`config.mk`:
```
export PLATFORM = sky130hd
export DESIGN_NAME = font_rom_arbiter_flat
export DESIGN_NICKNAME = d
export VERILOG_FILES = /design/src/rtl/font_rom_arbiter_if.sv /design/src/rtl/font_rom_arbiter.sv /design/src/flat_wrapper.sv
export SDC_FILE = /design/constraint.sdc
export NUM_CORES = 1
export LEC_CHECK = 0
export BUFFER_PORTS_ARGS = -buffer_cell sky130_fd_sc_hd__buf_2
export CAP_MARGIN = 20
export CORE_MARGIN = 5
export CORE_UTILIZATION = 48
export CTS_CLUSTER_SIZE = 14
export DETAILED_ROUTE_END_ITERATION = 6
export GPL_TIMING_DRIVEN = 0
export PLACE_DENSITY_LB_ADDON = 0.3
export SLEW_MARGIN = 40
export SYNTH_ARGS = -nofsm -noshare
export SYNTH_HDL_FRONTEND = slang
export SYNTH_SLANG_ARGS = --single-unit
```
`constraint.sdc`:
```
create_clock -name clk -period 2.2 [get_ports clk]
set_clock_uncertainty 0.15 [all_clocks]
set_input_delay 0.33 -clock clk [delete_from_list [all_inputs] [get_ports clk]]
set_output_delay 0.33 -clock clk [all_outputs]
set_load 0.01 [all_outputs]
```
`src/rtl/font_rom_arbiter_if.sv`:
```
// font_rom_arbiter_if: display, host and font ROM signal bundle for the arbiter.
// slave = arbiter side, master = renderer/host/ROM side; clk/rst_n stay plain ports.
interface font_rom_arbiter_if #(
    parameter int CHAR_W = 8,
    parameter int ROW_W  = 4
);
    localparam int ADDR_W = CHAR_W + ROW_W;

    logic              disp_req;
    logic [CHAR_W-1:0] disp_char;
    logic [ROW_W-1:0]  disp_row;
    logic              disp_gnt;
    logic              disp_valid;
    logic [7:0]        disp_data;

    logic              host_req;
    logic [ADDR_W-1:0] host_addr;
    logic              host_gnt;
    logic              host_valid;
    logic [7:0]        host_data;

    logic [ADDR_W-1:0] rom_addr;
    logic [7:0]        rom_dout;

    modport slave (
        input  disp_req, disp_char, disp_row,
        output disp_gnt, disp_valid, disp_data,
        input  host_req, host_addr,
        output host_gnt, host_valid, host_data,
        output rom_addr,
        input  rom_dout
    );

    modport master (
        output disp_req, disp_char, disp_row,
        input  disp_gnt, disp_valid, disp_data,
        output host_req, host_addr,
        input  host_gnt, host_valid, host_data,
        input  rom_addr,
        output rom_dout
    );
endinterface

```
`src/rtl/font_rom_arbiter.sv`:
```
// font_rom_arbiter: shares a 1-cycle synchronous font ROM between renderer and host.
// Ports: clk, rst_n (async low), bus (font_rom_arbiter_if.slave): disp_*, host_*, rom_*.
// Optional starvation guard for the host: define FONT_ARB_STARVE_GUARD_EN.
module font_rom_arbiter #(
    parameter int CHAR_W       = 8,
    parameter int ROW_W        = 4,
    parameter int STARVE_LIMIT = 8
) (
    input logic clk,
    input logic rst_n,
    font_rom_arbiter_if.slave bus
);
    localparam int ADDR_W = CHAR_W + ROW_W;

    typedef enum logic [1:0] {
        TAG_NONE = 2'd0,
        TAG_DISP = 2'd1,
        TAG_HOST = 2'd2
    } tag_e;

    logic [ADDR_W-1:0] rom_addr_q, rom_addr_d;
    tag_e              tag1_q, tag1_d;
    tag_e              tag2_q;
    logic [7:0]        disp_hold_q;
    logic [7:0]        host_hold_q;
    logic              force_host;
    logic              disp_gnt;
    logic              host_gnt;

`ifdef FONT_ARB_STARVE_GUARD_EN
    localparam int STARVE_W = $clog2(STARVE_LIMIT + 1);

    logic [STARVE_W-1:0] starve_q, starve_d;

    assign force_host = bus.host_req &&
                        (starve_q == STARVE_W'(STARVE_LIMIT));

    // Counts only cycles where the host is actually waiting.
    always_comb begin
        starve_d = '0;
        if (bus.host_req && !host_gnt)
            starve_d = starve_q + 1'b1;
    end

    always_ff @(posedge clk or negedge rst_n) begin
        if (!rst_n)
            starve_q <= '0;
        else
            starve_q <= starve_d;
    end
`else
    assign force_host = 1'b0;
`endif

    assign disp_gnt = bus.disp_req && !force_host;
    assign host_gnt = bus.host_req && (!bus.disp_req || force_host);

    always_comb begin
        rom_addr_d = rom_addr_q;
        tag1_d     = TAG_NONE;
        unique case (1'b1)
            disp_gnt: begin
                rom_addr_d = {bus.disp_char, bus.disp_row};
                tag1_d     = TAG_DISP;
            end
            host_gnt: begin
                rom_addr_d = bus.host_addr;
                tag1_d     = TAG_HOST;
            end
            default: ;
        endcase
    end

    // tag2_q lines up with rom_dout: ROM samples rom_addr_q one cycle after tag1_q.
    always_ff @(posedge clk or negedge rst_n) begin
        if (!rst_n) begin
            rom_addr_q  <= '0;
            tag1_q      <= TAG_NONE;
            tag2_q      <= TAG_NONE;
            disp_hold_q <= '0;
            host_hold_q <= '0;
        end else begin
            rom_addr_q <= rom_addr_d;
            tag1_q     <= tag1_d;
            tag2_q     <= tag1_q;
            if (tag2_q == TAG_DISP)
                disp_hold_q <= bus.rom_dout;
            if (tag2_q == TAG_HOST)
                host_hold_q <= bus.rom_dout;
        end
    end

    assign bus.disp_gnt   = disp_gnt;
    assign bus.host_gnt   = host_gnt;
    assign bus.rom_addr   = rom_addr_q;
    assign bus.disp_valid = (tag2_q == TAG_DISP);
    assign bus.host_valid = (tag2_q == TAG_HOST);
    assign bus.disp_data  = (tag2_q == TAG_DISP) ? bus.rom_dout : disp_hold_q;
    assign bus.host_data  = (tag2_q == TAG_HOST) ? bus.rom_dout : host_hold_q;
endmodule

```
`src/flat_wrapper.sv`:
```
// flat-port wrapper written by rule: the top's interface ports become plain ports
module font_rom_arbiter_flat 
#(
    parameter int CHAR_W       = 8,
    parameter int ROW_W        = 4,
    parameter int STARVE_LIMIT = 8
)
  (clk, rst_n, bus_disp_req, bus_disp_char, bus_disp_row, bus_disp_gnt, bus_disp_valid, bus_disp_data, bus_host_req, bus_host_addr, bus_host_gnt, bus_host_valid, bus_host_data, bus_rom_addr, bus_rom_dout);
  font_rom_arbiter_if #(.CHAR_W(CHAR_W), .ROW_W(ROW_W)) bus_i ();
  input logic clk;
  input logic rst_n;
  input wire logic [$bits(bus_i.disp_req)-1:0] bus_disp_req;
  input wire logic [$bits(bus_i.disp_char)-1:0] bus_disp_char;
  input wire logic [$bits(bus_i.disp_row)-1:0] bus_disp_row;
  output wire logic [$bits(bus_i.disp_gnt)-1:0] bus_disp_gnt;
  output wire logic [$bits(bus_i.disp_valid)-1:0] bus_disp_valid;
  output wire logic [$bits(bus_i.disp_data)-1:0] bus_disp_data;
  input wire logic [$bits(bus_i.host_req)-1:0] bus_host_req;
  input wire logic [$bits(bus_i.host_addr)-1:0] bus_host_addr;
  output wire logic [$bits(bus_i.host_gnt)-1:0] bus_host_gnt;
  output wire logic [$bits(bus_i.host_valid)-1:0] bus_host_valid;
  output wire logic [$bits(bus_i.host_data)-1:0] bus_host_data;
  output wire logic [$bits(bus_i.rom_addr)-1:0] bus_rom_addr;
  input wire logic [$bits(bus_i.rom_dout)-1:0] bus_rom_dout;
  assign bus_i.disp_req = bus_disp_req;
  assign bus_i.disp_char = bus_disp_char;
  assign bus_i.disp_row = bus_disp_row;
  assign bus_disp_gnt = bus_i.disp_gnt;
  assign bus_disp_valid = bus_i.disp_valid;
  assign bus_disp_data = bus_i.disp_data;
  assign bus_i.host_req = bus_host_req;
  assign bus_i.host_addr = bus_host_addr;
  assign bus_host_gnt = bus_i.host_gnt;
  assign bus_host_valid = bus_i.host_valid;
  assign bus_host_data = bus_i.host_data;
  assign bus_rom_addr = bus_i.rom_addr;
  assign bus_i.rom_dout = bus_rom_dout;
  font_rom_arbiter #(.CHAR_W(CHAR_W), .ROW_W(ROW_W), .STARVE_LIMIT(STARVE_LIMIT)) u_core (.clk(clk), .rst_n(rst_n), .bus(bus_i));
endmodule
```
==> impl_results.md, run 1 <==
- Status: complete, no violations
- Final instance area: 1840 um2
- Share of layout cells above drive strength 1: 0.564
- Row cnt: 19
- Clk buf depth: 2
- First-pass GRT wire length: 5110 um
- DRT antenna net count: 0
- Total track usage: 0.165
- # resized after CTS: 0
- Htree depth: 2
- Synth area leader: dfrtp_1
- Cell Area, Placed: 1720 um2
- Final Hold Viols: 0
- Number of max-cap violations: 0
- CTS Buf Count: 5
- Final nets: 207
- Vias/cell: 5.02
- Critical Path RT: 1.72 ns
- Multi-input gate area: 484 um2
- CTS root buf: clkbuf_4
- Die W: 63.1 um
- Final Total Pwr: 0.00143 W
- Fin crit share: 0.895
- Setup violation total in the final timing report: 0
- Setup crit start kind: flop
- Syn_area_per_cell: 14.1 um2
- Initial antenna violation count: 0
- Placeable Area: 2730 um2
- Kind of critical path: flop to output pin
- CTS tree: yes
- Die Y: 63.1 um
- Clock Latency Late Sink: 0.32 ns
- Ports: 68
- Diodes inserted: 0
- Syn nets: 132
- Starting DRC count in detailed routing: 31
- Clk pin slew, worst setup/hold paths: 0.10 ns
- Crit path cell chain: nor2b_1 -> buf_6 -> mux2_4 -> buf_2
- RSZ-0062 raised after global routing: no
- Fill cells: 201
- FMAX: 0.508 GHz
- Final Max Slew Viols: 0
- Critical-path top delay cell: dfrtp_1
- CP bufs+invs: 2
- Ys Warns: 0
- Synth Cell Area: 1360 um2
- Max_slew headroom: 0.793
- Hpwl dp: 2350 um
- Post-synth top area share: 0.591
- Final WL: 3020 um
- Hold Crit Class: input port to flop
- CTS Sinks: 32
- PwrDens: 777 nW/um2
- Crit-path max cell delay: 0.39 ns
- DRC viols: 0
- GPL Wtd Cong: 0.706
- Netlist cell types: 14
- Reg-to-reg slack, setup: 0.90 ns
- Synth Instances: 96
- Hold buffer count at CTS: 1
- Register area share after synthesis: 0.591
- Critical path's top delay family: flip-flops
- Vias in the first global route: 1086
- CP Max Fanout: 9
- Initial DRT Pass Iterations: 4
- Initial core utilization: 0.496
- Sequential Area: 801 um2
- Post CTS Setup Buffer Count: 0
- Yosys reg bits: 32
- WL per Instance: 14.9 um
- Aggregate global routing overflow: 0
- Synth-to-layout area growth: 35.6%
- Peak VDD IR: 0.000682 V
- Pleak: 0.997 nW
- Arr. time, crit path: 1.49 ns
- Period minus WS final: 1.97 ns
- CP Capture Type: output pin
- Worst slew pin tran: 0.311 ns
- Total number of vias: 1019
- Largest net degree at the start of global routing: 33
- Die area: 3990 um2
- Largest cells by area after synthesis: dfrtp_1 59%, mux2_4 18%, mux2i_1 8.9%, o21ai_0 3.3%, nand2_1 3.3%
- I/O Buffers: 66
- Setup tns final: 0 ns
-- logic make-up after synthesis --
family / count (synthesis) / share of synthesized area
muxes: 28 / 0.266
DFF: 32 / 0.591
and+or+nand+nor: 15 / 0.0471
AOI/OAI and AO/OA: 12 / 0.0443
buffers and inverters: 9 / 0.0517
-- layout make-up --
class,count,area share
plain buffers,8,0.0361
multi-input cells,55,0.263
clock inverters,2,0.0191
inverters,1,0.00204
clock buffers,6,0.0225
flip-flops and latches,32,0.436
repair buffers,68,0.200
well taps,31,0.0211
-- worst reg2reg max path: cells and delay by family, from the launching register on --
family | cells | cell delay [ns]
buf+inv | 1 | 0.18
mux | 1 | 0.33
simple gates | 1 | 0.14
flops | 1 | 0.39
-- where the power goes --
group / internal (W) / total [W] / switching [W]
Sequential: 0.000658 / 0.000686 / 0.0000275
Combinational: 0.000171 / 0.000320 / 0.000149
Clock: 0.000238 / 0.000422 / 0.000184
-- state kept, by name (all words and copies together) (netlist names) --
| register | count |
|---|---|
| u_core.bus.rom_addr | 12 |
| u_core.disp_hold_q | 8 |
| u_core.host_hold_q | 8 |
| u_core.tag1_q | 2 |
| u_core.tag2_q | 2 |
-- path summary, 6_finish.rpt --
kind                                                      endpoint                  startpoint  cells after the start
worst max-delay path                              bus_host_data[6]  u_core.tag2_q[0]$_DFF_PN0_                      4
max in group asynchronous               u_core.tag2_q[1]$_DFF_PN0_                       rst_n                      3
worst min register to register          u_core.tag2_q[1]$_DFF_PN0_  u_core.tag1_q[1]$_DFF_PN0_                      0
worst max register to register     u_core.host_hold_q[6]$_DFF_PN0_  u_core.tag2_q[0]$_DFF_PN0_                      3
worst min-delay path            u_core.bus.rom_addr[9]$_DFFE_PN0P_            bus_disp_char[5]                      3
min in group asynchronous               u_core.tag1_q[1]$_DFF_PN0_                       rst_n                      2
-- stage by stage --
step / worst slack (ns) / hold WS, ns / std cells / utilization
final: 0.230 / 0.0549 / 203 / 0.672
after global routing: 0.140 / 0.0534 / 203 / 0.672
after CTS: 0.197 / 0.0381 / 202 / 0.662
after detailed placement: 0.561 / 0.204 / 193 / 0.631
after global placement: 0.594 / 0.183 / 193 / 0.631
after floorplan: 0.736 / -0.116 / 96 / -
-- cells in the final DEF (no fill, tap or decap) --
cell / netlist / final
dfrtp_1: 32 / 32
mux2_4: 16 / 16
nor2b_1: 2 / 2
buf_4: 2 / 2
clkinv_2: 0 / 1
o21ai_1: 3 / 3
buf_2: 2 / 68
buf_8: 1 / 1
clkbuf_1: 1 / 2
nand2b_1: 1 / 1
clkbuf_4: 0 / 5
o21ai_0: 9 / 9
bufinv_16: 0 / 1
buf_6: 2 / 2
inv_1: 1 / 1
dlygate4sd3_1: 0 / 1
mux2i_1: 12 / 12
nand2_1: 12 / 12
buf_16: 0 / 1
-- cell usage after synthesis --
cell type and count:
dfrtp_1 32, mux2_4 16, mux2i_1 12, nand2_1 12, o21ai_0 9, o21ai_1 3, buf_2 2, buf_4 2
buf_6 2, nor2b_1 2, buf_8 1, clkbuf_1 1, inv_1 1, nand2b_1 1
-- metal layers --
layer  vias to the layer above  share of wire  global-route usage
met3                         5           0.12              0.0710
met5                         -              0                   0
met4                         0          0.014              0.0557
met2                        68           0.46               0.265
li1                        472              -                   -
met1                       474           0.40               0.197
Power figures use the tool's default switching activity.
==> run 2: changes to the inputs <==
--- a/config.mk
+++ b/config.mk
@@ -12,7 +12,7 @@
 export CTS_CLUSTER_SIZE = 14
 export DETAILED_ROUTE_END_ITERATION = 6
 export GPL_TIMING_DRIVEN = 0
-export PLACE_DENSITY_LB_ADDON = 0.3
+export PLACE_DENSITY = 0.83
 export SLEW_MARGIN = 40
 export SYNTH_ARGS = -nofsm -noshare
 export SYNTH_HDL_FRONTEND = slang
==> impl_results.md, run 2 (synthesis results as in run 1) <==
- Ports: 68 (unchanged)
- Crit-path max cell delay: 0.39 ns (about the same)
- Number of max-cap violations: 0 (unchanged)
- First-pass GRT wire length: 4850 um (was 5110 um)
- Vias/cell: 4.96 (was 5.02)
- Max FFs per register: 12 (unchanged)
- Int Power: 0.000947 W (was 0.00107 W)
- Die W: 63.1 um (unchanged)
- Die Y: 63.1 um (unchanged)
- Critical path's top delay family: flip-flops (unchanged)
- Final instance area: 1810 um2 (was 1840 um2)
- Arr. time, crit path: 1.50 ns (was 1.49 ns)
- Fin crit share: 0.902 (was 0.895)
- WL per Instance: 14.1 um (was 14.9 um)
- CP bufs+invs: 2 (unchanged)
- Largest net degree at the start of global routing: 33 (unchanged)
- DRC viols: 0 (unchanged)
- Htree depth: 2 (unchanged)
- Status: complete, no violations (unchanged)
- CTS Buf Count: 5 (unchanged)
- GPL Wtd Cong: 0.700 (was 0.706)
- Peak VDD IR: 0.000536 V (was 0.000682 V)
- Vias in the first global route: 1054 (was 1086)
- Synth-to-layout area growth: 33.4% (was 35.6%)
- FMAX: 0.504 GHz (was 0.508 GHz)
- Period minus WS final: 1.98 ns (was 1.97 ns)
- Worst slew pin tran: 0.336 ns (was 0.311 ns)
- Die area: 3990 um2 (unchanged)
- Worst hold slack: 0.0458 ns (was 0.0549 ns)
- I/O Buffers: 66 (unchanged)
- Clk buf depth: 2 (unchanged)
- Hold path start: bus_disp_row[0] (was bus_disp_char[5])
- Most frequent cells in the layout: 68 x buf_2, 32 x dfrtp_1, 16 x mux2_4 (unchanged)
- Most common cell after layout, fill and taps aside: buf_2 (unchanged)
- Max_slew headroom: 0.776 (was 0.793)
- Diodes inserted: 0 (unchanged)
- Setup violation total in the final timing report: 0 (unchanged)
- Reg-to-reg slack, setup: 0.89 ns (was 0.90 ns)
- Crit path cell chain: nor2b_1 -> buf_6 -> mux2_4 -> buf_2 (unchanged)
- Final Hold Viols: 0 (unchanged)
- Worst reg2reg path depth: 3 (unchanged)
- Hpwl dp: 2100 um (was 2350 um)
- Aggregate global routing overflow: 0 (unchanged)
- Hold Crit Class: input port to flop (unchanged)
- Critical-path top delay cell: dfrtp_1 (unchanged)
- Clock Latency Late Sink: 0.33 ns (was 0.32 ns)
- Initial DRT Pass Iterations: 4 (unchanged)
- CTS tree: yes (unchanged)
- Initial core utilization: 0.496 (unchanged)
- Switching Fraction: 0.271 (was 0.252)
- Psw: 0.000353 W (was 0.000360 W)
- Final nets: 207 (unchanged)
- Total number of vias: 1002 (was 1019)
- Pleak: 0.983 nW (was 0.997 nW)
- WHS Endpoint: u_core.bus.rom_addr[0]$_DFFE_PN0P_ (was u_core.bus.rom_addr[9]$_DFFE_PN0P_)
- Reg2reg end: u_core.host_hold_q[6]$_DFF_PN0_ (unchanged)
- R2r startpoint: u_core.tag2_q[0]$_DFF_PN0_ (unchanged)
- Sequential share of power: 0.526 (was 0.480)
- # resized after CTS: 0 (unchanged)
- CTS Sinks: 32 (unchanged)
- Cell Area, Placed: 1720 um2 (unchanged)
- Row cnt: 19 (unchanged)
- Setup crit start kind: flop (unchanged)
- Kind of critical path: flop to output pin (unchanged)
- Critical Path RT: 1.72 ns (about the same)
- Clock power share: 0.232 (was 0.296)
- Final WL: 2840 um (was 3020 um)
- Starting DRC count in detailed routing: 33 (was 31)
- CP Max Fanout: 9 (unchanged)
- Setup tns final: 0 ns (unchanged)
- Combinational share of power: 0.242 (was 0.224)
- Worst hold stages: 3 (unchanged)
- Fill cells: 211 (was 201)
- DRT antenna net count: 0 (unchanged)
- CTS root buf: clkbuf_4 (unchanged)
- Share of layout cells above drive strength 1: 0.561 (was 0.564)
- RSZ-0062 raised after global routing: no (unchanged)
- Initial antenna violation count: 0 (unchanged)
- Placeable Area: 2730 um2 (unchanged)
- Final Max Slew Viols: 0 (unchanged)
- Post CTS Setup Buffer Count: 0 (unchanged)
- PwrDens: 719 nW/um2 (was 777 nW/um2)
- Clk pin slew, worst setup/hold paths: 0.10 ns (about the same)
- CP Capture Type: output pin (unchanged)
- Total track usage: 0.155 (was 0.165)
run 2: cell types whose count changed in the layout (fill, tap and decap cells not counted), sizes merged:
cell | before | now
bufinv | 1 | 0
run 2: repair_timing:
item                       CTS  global route
hold buffers                 1             0
setup endpoints to repair    0             0
hold endpoints to repair    32             0
run 2: cell type report:
cell class              count  area (um2)  area share
clock buffers               6        41.3      0.0228
repair buffers             68         368       0.203
flip-flops and latches     32         801       0.443
clock inverters             1        5.00     0.00277
inverters                   1        3.75     0.00208
plain buffers               8        66.3      0.0367
multi-input cells          55         484       0.268
well taps                  31        38.8      0.0215
run 2: worst register-to-register path: cells and delay by family (launching register included):
kind | cells | cell delay, ns
muxes | 1 | 0.32
DFF | 1 | 0.39
buffers and inverters | 1 | 0.18
and+or+nand+nor | 1 | 0.14
run 2: worst max path at each step:
stage	slack, ns	cells past startpoint	from	end
final	0.22	4	u_core.tag2_q[0]$_DFF_PN0_	bus_host_data[6]
after global routing	0.12	4	u_core.tag2_q[0]$_DFF_PN0_	bus_host_data[4]
after CTS	0.20	4	u_core.tag2_q[0]$_DFF_PN0_	bus_host_data[4]
after detailed placement	0.58	4	u_core.tag2_q[0]$_DFF_PN0_	bus_host_data[3]
after global placement	0.60	4	u_core.tag2_q[0]$_DFF_PN0_	bus_host_data[5]
after floorplan	0.74	3	u_core.tag2_q[0]$_DFF_PN0_	bus_host_data[0]
run 2: per-layer routing:
metal / vias to the layer above / global-route usage / wire length [um]
li1: 471 / - / -
met1: 465 / 0.190 / 1170
met2: 60 / 0.232 / 1260
met3: 6 / 0.0693 / 361
met4: 0 / 0.0716 / 54
met5: - / 0 / 0
run 2: stage by stage:
| step | setup WS (ns) | power, W | utilization | std cells |
|---|---|---|---|---|
| 6_report | 0.216 | 0.00130 | 0.661 | 202 |
| 3_3_place_gp | 0.600 | 0.000995 | 0.631 | 193 |
| 5_1_grt | 0.124 | 0.00139 | 0.661 | 202 |
| 2_1_floorplan | 0.736 | 0.000870 | - | 96 |
| 3_5_place_dp | 0.580 | 0.00101 | 0.631 | 193 |
| 4_1_cts | 0.195 | 0.00132 | 0.651 | 201 |
run 2: power groups by stage:
stage	Clock (W)	Sequential (W)	Combinational [W]
after floorplan	0	0.000700	0.000170
after global placement	0	0.000691	0.000305
after detailed placement	0	0.000694	0.000313
after CTS	0.000318	0.000684	0.000315
after global routing	0.000356	0.000692	0.000346
final	0.000302	0.000684	0.000314
==> run 3: changes to the inputs <==
--- a/config.mk
+++ b/config.mk
@@ -9,6 +9,7 @@
 export CAP_MARGIN = 20
 export CORE_MARGIN = 5
 export CORE_UTILIZATION = 48
+export CTS_BUF_LIST = sky130_fd_sc_hd__clkbuf_16
 export CTS_CLUSTER_SIZE = 14
 export DETAILED_ROUTE_END_ITERATION = 6
 export GPL_TIMING_DRIVEN = 0
==> impl_results.md, run 3 (synthesis results as in run 1) <==
- Total number of vias: 1010 (was 1002)
- Total track usage: 0.155 (about the same)
- Worst hold slack: 0.111 ns (was 0.0458 ns)
- Vias/cell: 5.02 (was 4.96)
- Fin crit share: 0.865 (was 0.902)
- Post CTS Setup Buffer Count: 0 (unchanged)
- CTS Sinks: 32 (unchanged)
- Ports: 68 (unchanged)
- Starting DRC count in detailed routing: 24 (was 33)
- Fill cells: 201 (was 211)
- Layout Utilization: 0.684 (was 0.661)
- GPL Wtd Cong: 0.700 (unchanged)
- Pleak: 1.01 nW (was 0.983 nW)
- Clk buf depth: 2 (unchanged)
- Number of max-cap violations: 0 (unchanged)
- CTS root buf: clkbuf_16 (was clkbuf_4)
- PwrDens: 866 nW/um2 (was 719 nW/um2)
- Max_slew headroom: 0.733 (was 0.776)
- CTS tree: yes (unchanged)
- Clock Latency Late Sink: 0.27 ns (was 0.33 ns)
- CP Max Fanout: 9 (unchanged)
- Hold Crit Class: input port to flop (unchanged)
- Setup violation total in the final timing report: 0 (unchanged)
- WL per Instance: 14.2 um (was 14.1 um)
- Final Max Slew Viols: 0 (unchanged)
- Die Y: 63.1 um (unchanged)
- First-pass GRT wire length: 4860 um (was 4850 um)
- Kind of critical path: flop to output pin (unchanged)
- Most common cell after layout, fill and taps aside: buf_2 (unchanged)
- Row cnt: 19 (unchanged)
- CTS Buf Count: 5 (unchanged)
- Hpwl dp: 2100 um (unchanged)
- Max FFs per register: 12 (unchanged)
- Crit-path max cell delay: 0.37 ns (was 0.39 ns)
- Final Hold Viols: 0 (unchanged)
- Diodes inserted: 0 (unchanged)
- Critical Path RT: 1.72 ns (about the same)
- Hold buffer count at CTS: 1 (unchanged)
- Final WL: 2860 um (was 2840 um)
- CP bufs+invs: 2 (unchanged)
- FMAX: 0.526 GHz (was 0.504 GHz)
- Die area: 3990 um2 (unchanged)
- Period minus WS final: 1.90 ns (was 1.98 ns)
- Status: complete, no violations (unchanged)
- RSZ-0062 raised after global routing: no (unchanged)
- Crit path cell chain: nor2b_1 -> buf_6 -> mux2_4 -> buf_2 (unchanged)
- Synth-to-layout area growth: 38.0% (was 33.4%)
- Critical-path top delay cell: dfrtp_1 (unchanged)
- Initial antenna violation count: 0 (unchanged)
- I/O Buffers: 66 (unchanged)
- CP Capture Type: output pin (unchanged)
- R2r startpoint: u_core.tag2_q[0]$_DFF_PN0_ (unchanged)
- # resized after CTS: 0 (unchanged)
- Most frequent cells in the layout: 67 x buf_2, 32 x dfrtp_1, 16 x mux2_4 (was 68 x buf_2, 32 x dfrtp_1, 16 x mux2_4)
- Critical path's top delay family: flip-flops (unchanged)
- Aggregate global routing overflow: 0 (unchanged)
- Initial DRT Pass Iterations: 4 (unchanged)
- DRT antenna net count: 0 (unchanged)
- Largest net degree at the start of global routing: 33 (unchanged)
- Vias in the first global route: 1047 (was 1054)
- Die W: 63.1 um (unchanged)
- Final nets: 206 (was 207)
- Setup crit start: u_core.tag2_q[0]$_DFF_PN0_ (unchanged)
- DRC viols: 0 (unchanged)
- Clk pin slew, worst setup/hold paths: 0.05 ns (was 0.10 ns)
- Setup tns final: 0 ns (unchanged)
- Placeable Area: 2730 um2 (unchanged)
- Htree depth: 2 (unchanged)
- Initial core utilization: 0.496 (unchanged)
- Hold path start: bus_disp_row[0] (unchanged)
- Arr. time, crit path: 1.42 ns (was 1.50 ns)
- Peak VDD IR: 0.00106 V (was 0.000536 V)
- Worst slew pin tran: 0.401 ns (was 0.336 ns)
- Setup crit start kind: flop (unchanged)
- Share of layout cells above drive strength 1: 0.559 (was 0.561)
-- run 3: cell types whose count changed in the layout (fill, tap and decap cells not counted) --
cell       delta
clkbuf_16     +5
buf_16        -1
clkbuf_1      -1
buf_4         +1
clkbuf_4      -5
buf_2         -1
inv_1         +1
-- run 3: final cells by class --
| type | instances | area (um2) | area share |
|---|---|---|---|
| clock buffer | 5 | 125 | 0.0669 |
| sequential | 32 | 801 | 0.428 |
| inverter | 1 | 3.75 | 0.00201 |
| multi-input combinational | 55 | 484 | 0.259 |
| clock inverter | 2 | 8.76 | 0.00468 |
| buffer | 8 | 66.3 | 0.0355 |
| timing repair buffer | 67 | 343 | 0.183 |
| tap | 31 | 38.8 | 0.0207 |
-- run 3: worst reg2reg max path, delay by kind of cell, from the launching register on --
family,cells,cell delay [ns]
buffers and inverters,1,0.18
DFF,1,0.37
muxes,1,0.32
and+or+nand+nor,1,0.14
-- run 3: path summary, 6_finish.rpt --
path / cells past startpoint / slack (ns) / to
worst max-delay path: 4 / 0.30 / bus_host_data[7]
min in group asynchronous: 2 / 0.40 / u_core.disp_hold_q[1]$_DFF_PN0_
worst min-delay path: 3 / 0.11 / u_core.bus.rom_addr[0]$_DFFE_PN0P_
max in group asynchronous: 2 / 1.20 / u_core.host_hold_q[2]$_DFF_PN0_
worst min register to register: 0 / 0.20 / u_core.tag2_q[1]$_DFF_PN0_
worst max register to register: 3 / 0.91 / u_core.host_hold_q[3]$_DFF_PN0_
-- run 3: stage by stage --
step / instances / power [W] / worst slack, ns / instance area, um2
floorplan: 96 / 0.000870 / 0.736 / 1360
global placement: 193 / 0.000995 / 0.600 / 1720
detailed placement: 193 / 0.00101 / 0.580 / 1720
CTS: 201 / 0.00164 / 0.282 / 1870
global route: 201 / 0.00172 / 0.228 / 1870
finish: 201 / 0.00162 / 0.298 / 1870
-- run 3: report_power, final --
| group | switching [W] | internal (W) |
|---|---|---|
| clock | 0.000219 | 0.000405 |
| combinational | 0.000143 | 0.000167 |
| sequential | 0.0000264 | 0.000661 |
-- run 3: layer usage --
metal / share of wire / up-vias / track usage
met5: 0 / - / 0
met4: 0 / 0 / 0.0318
met3: 0.13 / 0 / 0.0853
met2: 0.45 / 59 / 0.236
met1: 0.42 / 480 / 0.192
li1: - / 471 / -
